==> src/rtl/io_output_fifo.sv <==
// Output FIFO between the CPU result bus and the host/IO side.
// In-order drain on a valid/ready port, with an almost-full hint and a sticky overflow flag.
module io_output_fifo #(
  parameter int WIDTH    = 36,
  parameter int DEPTH    = 8,
  parameter int PTRWIDTH = 3
) (
  input  logic                clock,
  input  logic                reset,
  input  logic                writeValid,
  input  logic [WIDTH-1:0]    writeData,
  input  logic                readReady,
  output logic                readValid,
  output logic [WIDTH-1:0]    readData,
  output logic [PTRWIDTH:0]   count,
  output logic                almostFull,
  output logic                overflow,
  input  logic                clearOverflow
);

  localparam logic [PTRWIDTH:0] DEPTH_C = (PTRWIDTH+1)'(DEPTH);
  localparam logic [PTRWIDTH:0] AFULL_C = (PTRWIDTH+1)'(DEPTH - 2);

  logic [WIDTH-1:0]    mem_q [DEPTH];
  logic [PTRWIDTH-1:0] wr_ptr_q, wr_ptr_d;
  logic [PTRWIDTH-1:0] rd_ptr_q, rd_ptr_d;
  logic [PTRWIDTH:0]   count_q, count_d;
  logic                overflow_q, overflow_d;
  logic                read_fire_s;
  logic                write_accept_s;
  logic                drop_s;

  assign readValid      = (count_q != {(PTRWIDTH+1){1'b0}});
  assign read_fire_s    = readValid && readReady;
  // A full FIFO still accepts a write when the head leaves in the same cycle.
  assign write_accept_s = writeValid && ((count_q < DEPTH_C) || read_fire_s);
  assign drop_s         = writeValid && !write_accept_s;

  assign readData   = readValid ? mem_q[rd_ptr_q] : {WIDTH{1'b0}};
  assign count      = count_q;
  assign almostFull = (count_q >= AFULL_C);
  assign overflow   = overflow_q;

  // Next-state for pointers, occupancy and the sticky overflow flag.
  always_comb begin
    wr_ptr_d   = wr_ptr_q;
    rd_ptr_d   = rd_ptr_q;
    count_d    = count_q;
    overflow_d = overflow_q;
    if (write_accept_s) begin
      wr_ptr_d = wr_ptr_q + {{(PTRWIDTH-1){1'b0}}, 1'b1};
    end else begin
      wr_ptr_d = wr_ptr_q;
    end
    if (read_fire_s) begin
      rd_ptr_d = rd_ptr_q + {{(PTRWIDTH-1){1'b0}}, 1'b1};
    end else begin
      rd_ptr_d = rd_ptr_q;
    end
    case ({write_accept_s, read_fire_s})
      2'b10:   count_d = count_q + {{PTRWIDTH{1'b0}}, 1'b1};
      2'b01:   count_d = count_q - {{PTRWIDTH{1'b0}}, 1'b1};
      default: count_d = count_q;
    endcase
    // A drop in the same cycle as a clear must leave the flag set.
    if (drop_s) begin
      overflow_d = 1'b1;
    end else if (clearOverflow) begin
      overflow_d = 1'b0;
    end else begin
      overflow_d = overflow_q;
    end
  end

  // Control state registers, cleared asynchronously.
  always_ff @(posedge clock or posedge reset) begin
    if (reset) begin
      wr_ptr_q   <= {PTRWIDTH{1'b0}};
      rd_ptr_q   <= {PTRWIDTH{1'b0}};
      count_q    <= {(PTRWIDTH+1){1'b0}};
      overflow_q <= 1'b0;
    end else begin
      wr_ptr_q   <= wr_ptr_d;
      rd_ptr_q   <= rd_ptr_d;
      count_q    <= count_d;
      overflow_q <= overflow_d;
    end
  end

  // Storage array; contents are left as-is across reset.
  always_ff @(posedge clock) begin
    if (write_accept_s) begin
      mem_q[wr_ptr_q] <= writeData;
    end
  end

endmodule

==> config.mk <==
export PLATFORM = sky130hd
export DESIGN_NAME = io_output_fifo
export DESIGN_NICKNAME = d
export VERILOG_FILES = /design/src/rtl/io_output_fifo.sv
export SDC_FILE = /design/constraint.sdc
export NUM_CORES = 1
export LEC_CHECK = 0
export CORE_MARGIN = 4
export CORE_UTILIZATION = 38
export CTS_CLUSTER_SIZE = 28
export DETAILED_ROUTE_END_ITERATION = 7
export SYNTH_ARGS = -nofsm -noshare
export SYNTH_HDL_FRONTEND = slang
export SYNTH_SLANG_ARGS = --single-unit
export TNS_END_PERCENT = 50
==> constraint.sdc <==
create_clock -name clock -period 5 [get_ports clock]
set_clock_uncertainty 0.15 [all_clocks]
set_input_delay 1.25 -clock clock [delete_from_list [all_inputs] [get_ports clock]]
set_output_delay 1.25 -clock clock [all_outputs]
set_load 0.03 [all_outputs]
==> key figures, run 1 <==
Critical path
  – Critical path capture point: readData[35]
  – Worst R2R End: count[3]
  – R2R depth: 7
  – Arrival time at the worst endpoint: 3.00 ns
  – Critical Path Start: rd_ptr_q[1]
  – R2r setup slk: 2.12 ns
  – Worst r2r src: count[1]
  – Critical Path Source Type: register
  – Worst-path fanout max: 38
  – Worst setup EP type: output pin
  – Critical Path RT: 3.60 ns
  – CP Class: register to output pin

Clock network
  – CTS Buffer Depth: 3
  – Post-CTS Hold Buffers: 0
  – Clk root buf: clkbuf_16
  – CTS HTree Levels: 1
  – Skew-Pair Late Insertion Delay: 0.54 ns
  – Num Clock Sinks: 299
  – Postcts setup bufs: 0
  – Clk pin slew, worst setup/hold paths: 0.06 ns
  – CTS tree: yes
  – Post-CTS Resized: 0
  – TritonCTS Buffers: 31

Yosys
  – Yosys reg bits: 299
  – EDFF count, synth: 288
  – Register area share after synthesis: 77.88%
  – Count of unique library cells instantiated by Yosys: 33
  – Syn Area/Cell: 23.34 sq um
  – Syn nets: 537
  – Warnings from Yosys: 0
  – Ys async rst share: 3.679%
  – Main synth FF type: edfxtp_1
  – Post-synthesis cell area: 11,460 sq um
  – Mapped Cells: 491

Die
  – Die Span Y: 181.7 um
  – I/O pin cnt: 84
  – Std cell rows: 63
  – Die width: 181.7 um
  – Initial Util: 38.56%
  – Core area: 29,720 sq um
  – Die area: 33,000 sq um

Global route
  – Gr ovfl total: 0
  – Largest net degree at the start of global routing: 39
  – Initial antenna violation count: 1
  – Vias in the first global route: 5,822
  – Total GRT Usage: 14.30%
  – First-pass GRT wire length: 36,130 um

Drt
  – Pre-antenna DRT Iters: 5
  – Routed Antenna Nets: 0
  – Drt drc: 0
  – Vias post-DR: 5,302
  – Via density: 5.265
  – DR iter-0 viols: 401
  – Total Routed Length: 23,670 um
  – Drt wl/cell: 23.50 um

Timing
  – Hold Vio Cnt, Final: 0
  – Fin crit period: 4.398 ns
  – Finish-stage setup viols: 0
  – Peak Freq: 227.4 MHz
  – Worst-margin pin slew: 0.6139 ns
  – RSZ-0062 raised after global routing: false
  – Max-slew violations: 0
  – Setup tns final: 0 ns
  – Max_slew headroom: 58.98%
  – Final period utilization: 87.97%

Flow run
  – Max Cap Violations: 0

Pwr
  – Cell Pwr Density: 626.3 nW/um^2
  – Static Leak: 0.004393 uW
  – Maximum vdd drop: 0.4569 mV
  – Total Power: 8632 uW

Run status
  – Outcome: completed

Cells and area
  – Most frequent cells in the layout: edfxtp_1, clkdlybuf4s50_1, mux4_2
  – Fill cells: 2,397
  – NumNets Final: 641
  – Ant diodes: 0
  – Share of post-route cells with drive strength above 1: 22.69%
  – Syn-to-layout area delta: 20.29%
  – Commonest non-fill, non-tap cell in the layout: edfxtp_1

Placement
  – Dpl hpwl: 13,450 um
  – PortBufs: 83
  – Gp weighted congestion: 0.7051

Min path
  – Hold path start: wr_ptr_q[0]
  – Worst Hold Class: register to register
## how the worst min path moves through the flow
stage | end | slack, ns | cells after the start
floorplan | wr_ptr_q[0] | 0.33 | 1
global placement | wr_ptr_q[0] | 0.35 | 1
detailed placement | wr_ptr_q[0] | 0.37 | 1
CTS | wr_ptr_q[0] | 0.39 | 1
global route | overflow | 0.42 | 2
finish | wr_ptr_q[0] | 0.39 | 1
## worst max-delay path, cell delays in order (launching register included)
cell             delay, ns
dfrtp_4               0.81
buf_12                0.33
mux4_2                0.36
a22o_1                0.31
clkdlybuf4s50_1       0.63
## metal layers
layer	wire length (um)	global-route usage, %
met1	9692	18.94
met2	12320	24.93
met3	1256	2.764
met4	381	2.822
met5	13	0
## cell usage after synthesis (2+ instances only)
cell      number  area, sq um
edfxtp_1     288         8648
ha_1           5        62.56
clkbuf_1      10        37.54
dfrtp_1       11        275.3
a22o_1        36        315.3
nand2b_1       3        18.77
xnor2_1        6        52.55
nand3_1        3        15.01
nand3b_1       2        15.01
nor3_1         2        10.01
nor2_1         7        26.28
a21o_1         2        15.01
nand2_1        3        11.26
mux4_2        72         1622
buf_2          7        35.03
mux2_2         3        33.78
inv_1          6        22.52
buf_6         10        112.6
## kinds of logic after synthesis
family	share of synthesized area (%)
AOI/OAI and AO/OA	3.276
xor gates and xnor gates	0.5351
adders and majority gates	0.5460
buffers and inverters	1.813
DFF	77.88
muxes	14.53
and+or+nand+nor	1.420
## metrics by stage
| stage | setup slack [ns] | hold slack (ns) | instances | utilization [%] | cell area (sq um) |
|---|---|---|---|---|---|
| 5_1_grt | 0.4839 | 0.4177 | 1007 | 46.38 | 13780 |
| 3_3_place_gp | 1.174 | 0.3540 | 952 | 43.34 | 12880 |
| 3_5_place_dp | 1.151 | 0.3740 | 952 | 43.34 | 12880 |
| 6_report | 0.6016 | 0.3870 | 1007 | 46.38 | 13780 |
| 2_1_floorplan | 0.3334 | 0.3346 | 491 | - | 11460 |
| 4_1_cts | 0.5391 | 0.3869 | 1007 | 46.38 | 13780 |
## layout make-up
type	count	area, sq um	area share (%)
inverters	6	22.52	0.1634
clock inverters	15	93.84	0.6808
repair buffers	98	1056	7.662
flip-flops and latches	299	8931	64.80
multi-input cells	159	2382	17.28
well taps	390	488.0	3.540
clock buffers	40	809.5	5.873
## where the power goes
| group | switching (uW) | internal [uW] | total (uW) |
|---|---|---|---|
| sequential | 225 | 3130 | 3360 |
| clock | 879 | 1180 | 2060 |
| combinational | 1740 | 1480 | 3210 |
| total | 2840 | 5790 | 8630 |
## flip-flops by register name, indices dropped and copies added, names as in the netlist
signal / flops
count: 4
mem_q: 288
overflow: 1
rd_ptr_q: 3
wr_ptr_q: 3
Note: power is estimated with default switching activity, not from simulation.
==> run 2, diff against run 1 <==
Settings changed: CAP_MARGIN set to 10, SKIP_CTS_REPAIR_TIMING set to 1.
==> results of run 2 <==
The final DEF is identical to that of run 1; final timing and power are the same.
==> run 3, diff against run 2 <==
Settings changed: CORE_UTILIZATION 38 to 58, PLACE_DENSITY set to 0.79.
==> run 3 against run 2 <==
Worst setup slack got worse by 0.27 ns. Clock power up 10%. Critical path depth is 1 higher. Hold slack gained 0.010 ns. First-iteration DRC count is 20% lower. Global-route usage grew 6.8 points. Cell area fell by 0.83%. Critical endpoint unchanged.
==> key figures, run 3 (synthesized netlist as in run 1, its figures left out) <==
Run status
  – Outcome: completed (unchanged)

Timing
  – Max_slew headroom: 43.97% (was 58.98%)
  – Peak Freq: 214.2 MHz (was 227.4 MHz)
  – Final hold slack: 0.3971 ns (was 0.3870 ns)
  – Fin crit period: 4.668 ns (was 4.398 ns)
  – Max-slew violations: 0 (unchanged)
  – Finish-stage setup viols: 0 (unchanged)
  – Setup tns final: 0 ns (unchanged)
  – Final period utilization: 93.36% (was 87.97%)
  – RSZ-0062 raised after global routing: false (unchanged)
  – Worst-margin pin slew: 0.8387 ns (was 0.6139 ns)
  – Hold Vio Cnt, Final: 0 (unchanged)

Cells and area
  – Ant diodes: 0 (unchanged)
  – Biggest register: mem_q (unchanged)
  – Syn-to-layout area delta: 19.29% (was 20.29%)
  – NumNets Final: 639 (was 641)
  – Largest register FFs: 288 (unchanged)
  – Commonest non-fill, non-tap cell in the layout: edfxtp_1 (unchanged)
  – Most frequent cells in the layout: edfxtp_1, clkdlybuf4s50_1, mux4_2 (unchanged)
  – Share of post-route cells with drive strength above 1: 24.31% (was 22.69%)

Pwr
  – Combinational share of power: 35.4% (was 37.2%)
  – Static Leak: 0.004438 uW (was 0.004393 uW)
  – Switch share: 32.10% (was 32.92%)
  – Flop pwr share: 38.8% (was 38.9%)
  – Pint: 5973 uW (was 5790 uW)
  – Maximum vdd drop: 0.5837 mV (was 0.4569 mV)
  – P_sw: 2823 uW (was 2842 uW)
  – Clock share of power: 25.8% (was 23.9%)
  – Cell Pwr Density: 643.5 nW/um^2 (was 626.3 nW/um^2)

Placement
  – Gp weighted congestion: 0.7093 (was 0.7051)
  – Dpl hpwl: 11,920 um (was 13,450 um)
  – PortBufs: 83 (unchanged)

Global route
  – Initial antenna violation count: 1 (unchanged)
  – First-pass GRT wire length: 34,770 um (was 36,130 um)
  – Gr ovfl total: 0 (unchanged)
  – Vias in the first global route: 5,837 (was 5,822)
  – Largest net degree at the start of global routing: 45 (was 39)
  – Met3 Track Usage GR: 3.839% (was 2.764%)
  – Total GRT Usage: 21.08% (was 14.30%)
  – GRT busiest layer: met2 (unchanged)
  – Met1 GRT Util: 29.13% (was 18.94%)
  – Met2 Usage GRT: 35.58% (was 24.93%)

Critical path
  – Critical Path Source Type: register (unchanged)
  – R2R depth: 7 (unchanged)
  – Worst r2r src: count[1] (unchanged)
  – CP max-delay cell: nor2b_4 (was dfrtp_4)
  – Arrival time at the worst endpoint: 3.27 ns (was 3.00 ns)
  – CP Cell Sequence: or4_4 > nor2b_4 > buf_4 > a22o_1 > clkdlybuf4s50_1 (was buf_12 > mux4_2 > a22o_1 > clkdlybuf4s50_1)
  – Family with the most delay on the worst path: buffers and inverters (unchanged)
  – Worst R2R End: count[3] (unchanged)
  – Crit path buffers/inverters: 2 (unchanged)
  – Critical Path RT: 3.60 ns (about the same)
  – Worst setup EP type: output pin (unchanged)
  – Worst-path fanout max: 23 (was 38)
  – R2r setup slk: 2.12 ns (about the same)
  – CP Class: register to output pin (unchanged)
  – Slowest Stage Delay on Critical Path: 0.70 ns (was 0.81 ns)

Drt
  – Routed Antenna Nets: 0 (unchanged)
  – Drt wl/cell: 25.47 um (was 23.50 um)
  – Total Routed Length: 22,460 um (was 23,670 um)
  – Drt drc: 0 (unchanged)
  – Vias post-DR: 5,406 (was 5,302)
  – DR iter-0 viols: 320 (was 401)
  – Pre-antenna DRT Iters: 4 (was 5)
  – Via density: 6.129 (was 5.265)

Clock network
  – Clk pin slew, worst setup/hold paths: 0.06 ns (about the same)
  – CTS tree: yes (unchanged)
  – Skew-Pair Late Insertion Delay: 0.53 ns (was 0.54 ns)
  – CTS HTree Levels: 1 (unchanged)
  – Num Clock Sinks: 299 (unchanged)
  – TritonCTS Buffers: 30 (was 31)
  – CTS Buffer Depth: 3 (unchanged)
  – Clk root buf: clkbuf_16 (unchanged)

Die
  – Initial Util: 58.87% (was 38.56%)
  – Die area: 22,070 sq um (was 33,000 sq um)
  – Std cell rows: 51 (was 63)
  – Die width: 148.6 um (was 181.7 um)
  – Core area: 19,460 sq um (was 29,720 sq um)
  – Die Span Y: 148.6 um (was 181.7 um)
  – I/O pin cnt: 84 (unchanged)

Min path
  – Min-Delay Path Depth: 2 (was 1)
  – Worst Hold Class: register to register (unchanged)
  – Hold Path Sink: overflow (was wr_ptr_q[0])
  – Hold path start: overflow (was wr_ptr_q[0])

Flow run
  – Max Cap Violations: 0 (unchanged)
## run 3: worst max-delay path by stage
stage	end	slack [ns]	startpoint	cells past startpoint
after floorplan	mem_q[1][0]	0.33	readReady	3
after global placement	readData[35]	0.93	rd_ptr_q[0]	4
after detailed placement	readData[35]	0.90	rd_ptr_q[0]	4
after CTS	readData[10]	0.30	rd_ptr_q[0]	4
after global routing	readData[10]	0.18	rd_ptr_q[0]	4
final	readData[35]	0.33	count[1]	5
## run 3: final cells by class
| cell class | instances | area, sq um |
|---|---|---|
| clock buffers | 37 | 798.3 |
| inverters | 6 | 22.52 |
| clock inverters | 19 | 217.7 |
| fillers | 1148 | 5793 |
| multi-input cells | 159 | 2382 |
| repair buffers | 97 | 985.9 |
| well taps | 265 | 331.6 |
| flip-flops and latches | 299 | 8931 |
## run 3: through the flow
step | cells | utilization [%] | instance area [sq um] | worst slack (ns) | power, uW
after floorplan | 491 | - | 11460 | 0.3334 | 5506
after global placement | 826 | 65.01 | 12650 | 0.9348 | 6511
after detailed placement | 826 | 65.01 | 12650 | 0.9035 | 6584
after CTS | 882 | 70.23 | 13670 | 0.2973 | 8891
after global routing | 882 | 70.23 | 13670 | 0.1840 | 9176
final | 882 | 70.23 | 13670 | 0.3320 | 8796
## run 3: power groups by stage
stage | logic, uW | clock network [uW] | registers, uW
after floorplan | 2190 | 0 | 3310
after global placement | 3080 | 0 | 3440
after detailed placement | 3120 | 0 | 3470
after CTS | 3160 | 2300 | 3430
after global routing | 3290 | 2420 | 3470
final | 3110 | 2270 | 3420
## run 3: worst register-to-register path: cells and delay by family (launching register included)
kind | cells | cell delay (ns)
AO/OA/AOI/OAI | 2 | 0.25
flip-flops | 1 | 0.47
buffers and inverters | 1 | 0.08
adder cells (fa/ha/maj) | 1 | 0.41
AND/OR/NAND/NOR | 3 | 1.43
## run 3: routing by layer
metal | share of wire (%) | vias to the layer above | wire (um)
met5 | 0.058 | - | 13
met4 | 2.2 | 2 | 486
met3 | 6.3 | 38 | 1414
met2 | 51 | 199 | 11390
met1 | 41 | 2855 | 9161
li1 | - | 2312 | -
==> RTL change, RTL diff (flow settings as in run 2) <==
Change the parameter `PTRWIDTH` from 3 to 4.
--- a/src/rtl/io_output_fifo.sv
+++ b/src/rtl/io_output_fifo.sv
@@ -4,5 +4,5 @@
   parameter int WIDTH    = 36,
   parameter int DEPTH    = 8,
-  parameter int PTRWIDTH = 3
+  parameter int PTRWIDTH = 4
 ) (
   input  logic                clock,
Ports: changed (resized count); port bits go from 84 to 85. The function was not compared with the original's and may differ.
==> RTL change against run 2 <==
  * Synthesized area up 0.79%
  * Final area is 1.1% higher
  * Setup slack got worse by 0.050 ns
  * Power up 0.35%
  * Clock power is 5% higher
  * Sequential cell count increased by 1
  * Critical path type unchanged
  * Count of clock-buffer cells in the layout fell by 2
  * Wire length increased by 0.98%
  * Sequential share of layout area decreased by 0.55 points
  * Largest power group unchanged
==> RTL change: results (changes against run 2) <==
Post-synthesis sequential area ratio: 77.5% (-0.39 points)
Largest net degree at the start of global routing: 38 (-2.6%)
Met2 routed WL: 11,800 um (-4.0%)
Inst Count DP: 971 (+2.0%)
Post-Syn Instances: 509 (+3.7%)
Vias in the first global route: 5,958 (+2.3%)
Final nets: 658 (+2.7%)
Vias per cell: 5.29 (+0.42%)
Met1 usage: 20.5% (+1.5 points)
Top post-synthesis cells by area: edfxtp_1, mux4_2, a22o_1
DPL Wire Length: 13,100 um (-2.7%)
Initial antenna violation count: 2 (+1)
Final wirelength: 23,900 um (+0.98%)
Pre-CTS setup slack: 1.04 ns (-0.108 ns)
Iter 0 DRT Violations: 320 (-20%)
Global Route met2 Usage: 24.1% (-0.85 points)
CP max stage delay: 0.66 ns (-0.15 ns)
Leakage: 0.00445 uW (+1.2%)
M3 GR Usage: 2.91% (+0.15 points)
Crit path max fanout: 18 (-53%)
R2R Setup Slk: 2.27 ns (+0.15 ns)
Synth Area in XOR/XNOR: 0.455% (-0.080 points)
VDD IR max: 0.000451 V (-1.2%)
R2r worst-path depth: 5 (-2)
CP arrival: 3.05 ns (+0.05 ns)
Async SR Flop Fraction: 4.00% (+0.32 points)
Total routing usage reported by global routing: 14.5% (+0.21 points)
Crit Reg-Reg Endpoint: mem_q[3][31]$_DFFE_PP_
First-pass GRT wire length: 36,900 um (+2.1%)
Routed len/inst: 23.3 um (-0.99%)
Drt first pass iters: 4 (-1)
Hold depth: 2 (+1)
Met3 WL: 1190 um (-5.5%)
GPL Wtd Cong: 0.729 (+3.3%)
Synth cell count leaders: edfxtp_1, mux4_2, a22o_1
Status: finished clean
[RTL change: layout make-up]
cell class              count  area, um2
multi-input cells         178       2460
clock inverters            18        165
clock buffers              38        802
flip-flops and latches    300       8960
repair buffers            100       1060
fillers                  2488      15900
inverters                   3       11.3
well taps                 390        488
[RTL change: power breakdown]
part           internal (uW)  switching [uW]
sequential              3090             246
clock                   1290             882
combinational           1450            1700
total                   5830            2830
[RTL change: how the worst max path moves through the flow]
| stage | from | end | slack [ns] |
|---|---|---|---|
| final | rd_ptr_q[1]$_DFFE_PP0N_ | readData[28] | 0.55 |
| after floorplan | readReady | mem_q[0][0]$_DFFE_PP_ | 0.04 |
| after CTS | rd_ptr_q[1]$_DFFE_PP0N_ | readData[28] | 0.46 |
| after global routing | rd_ptr_q[1]$_DFFE_PP0N_ | readData[28] | 0.36 |
| after detailed placement | rd_ptr_q[1]$_DFFE_PP0N_ | readData[28] | 1.04 |
| after global placement | rd_ptr_q[1]$_DFFE_PP0N_ | readData[28] | 1.08 |
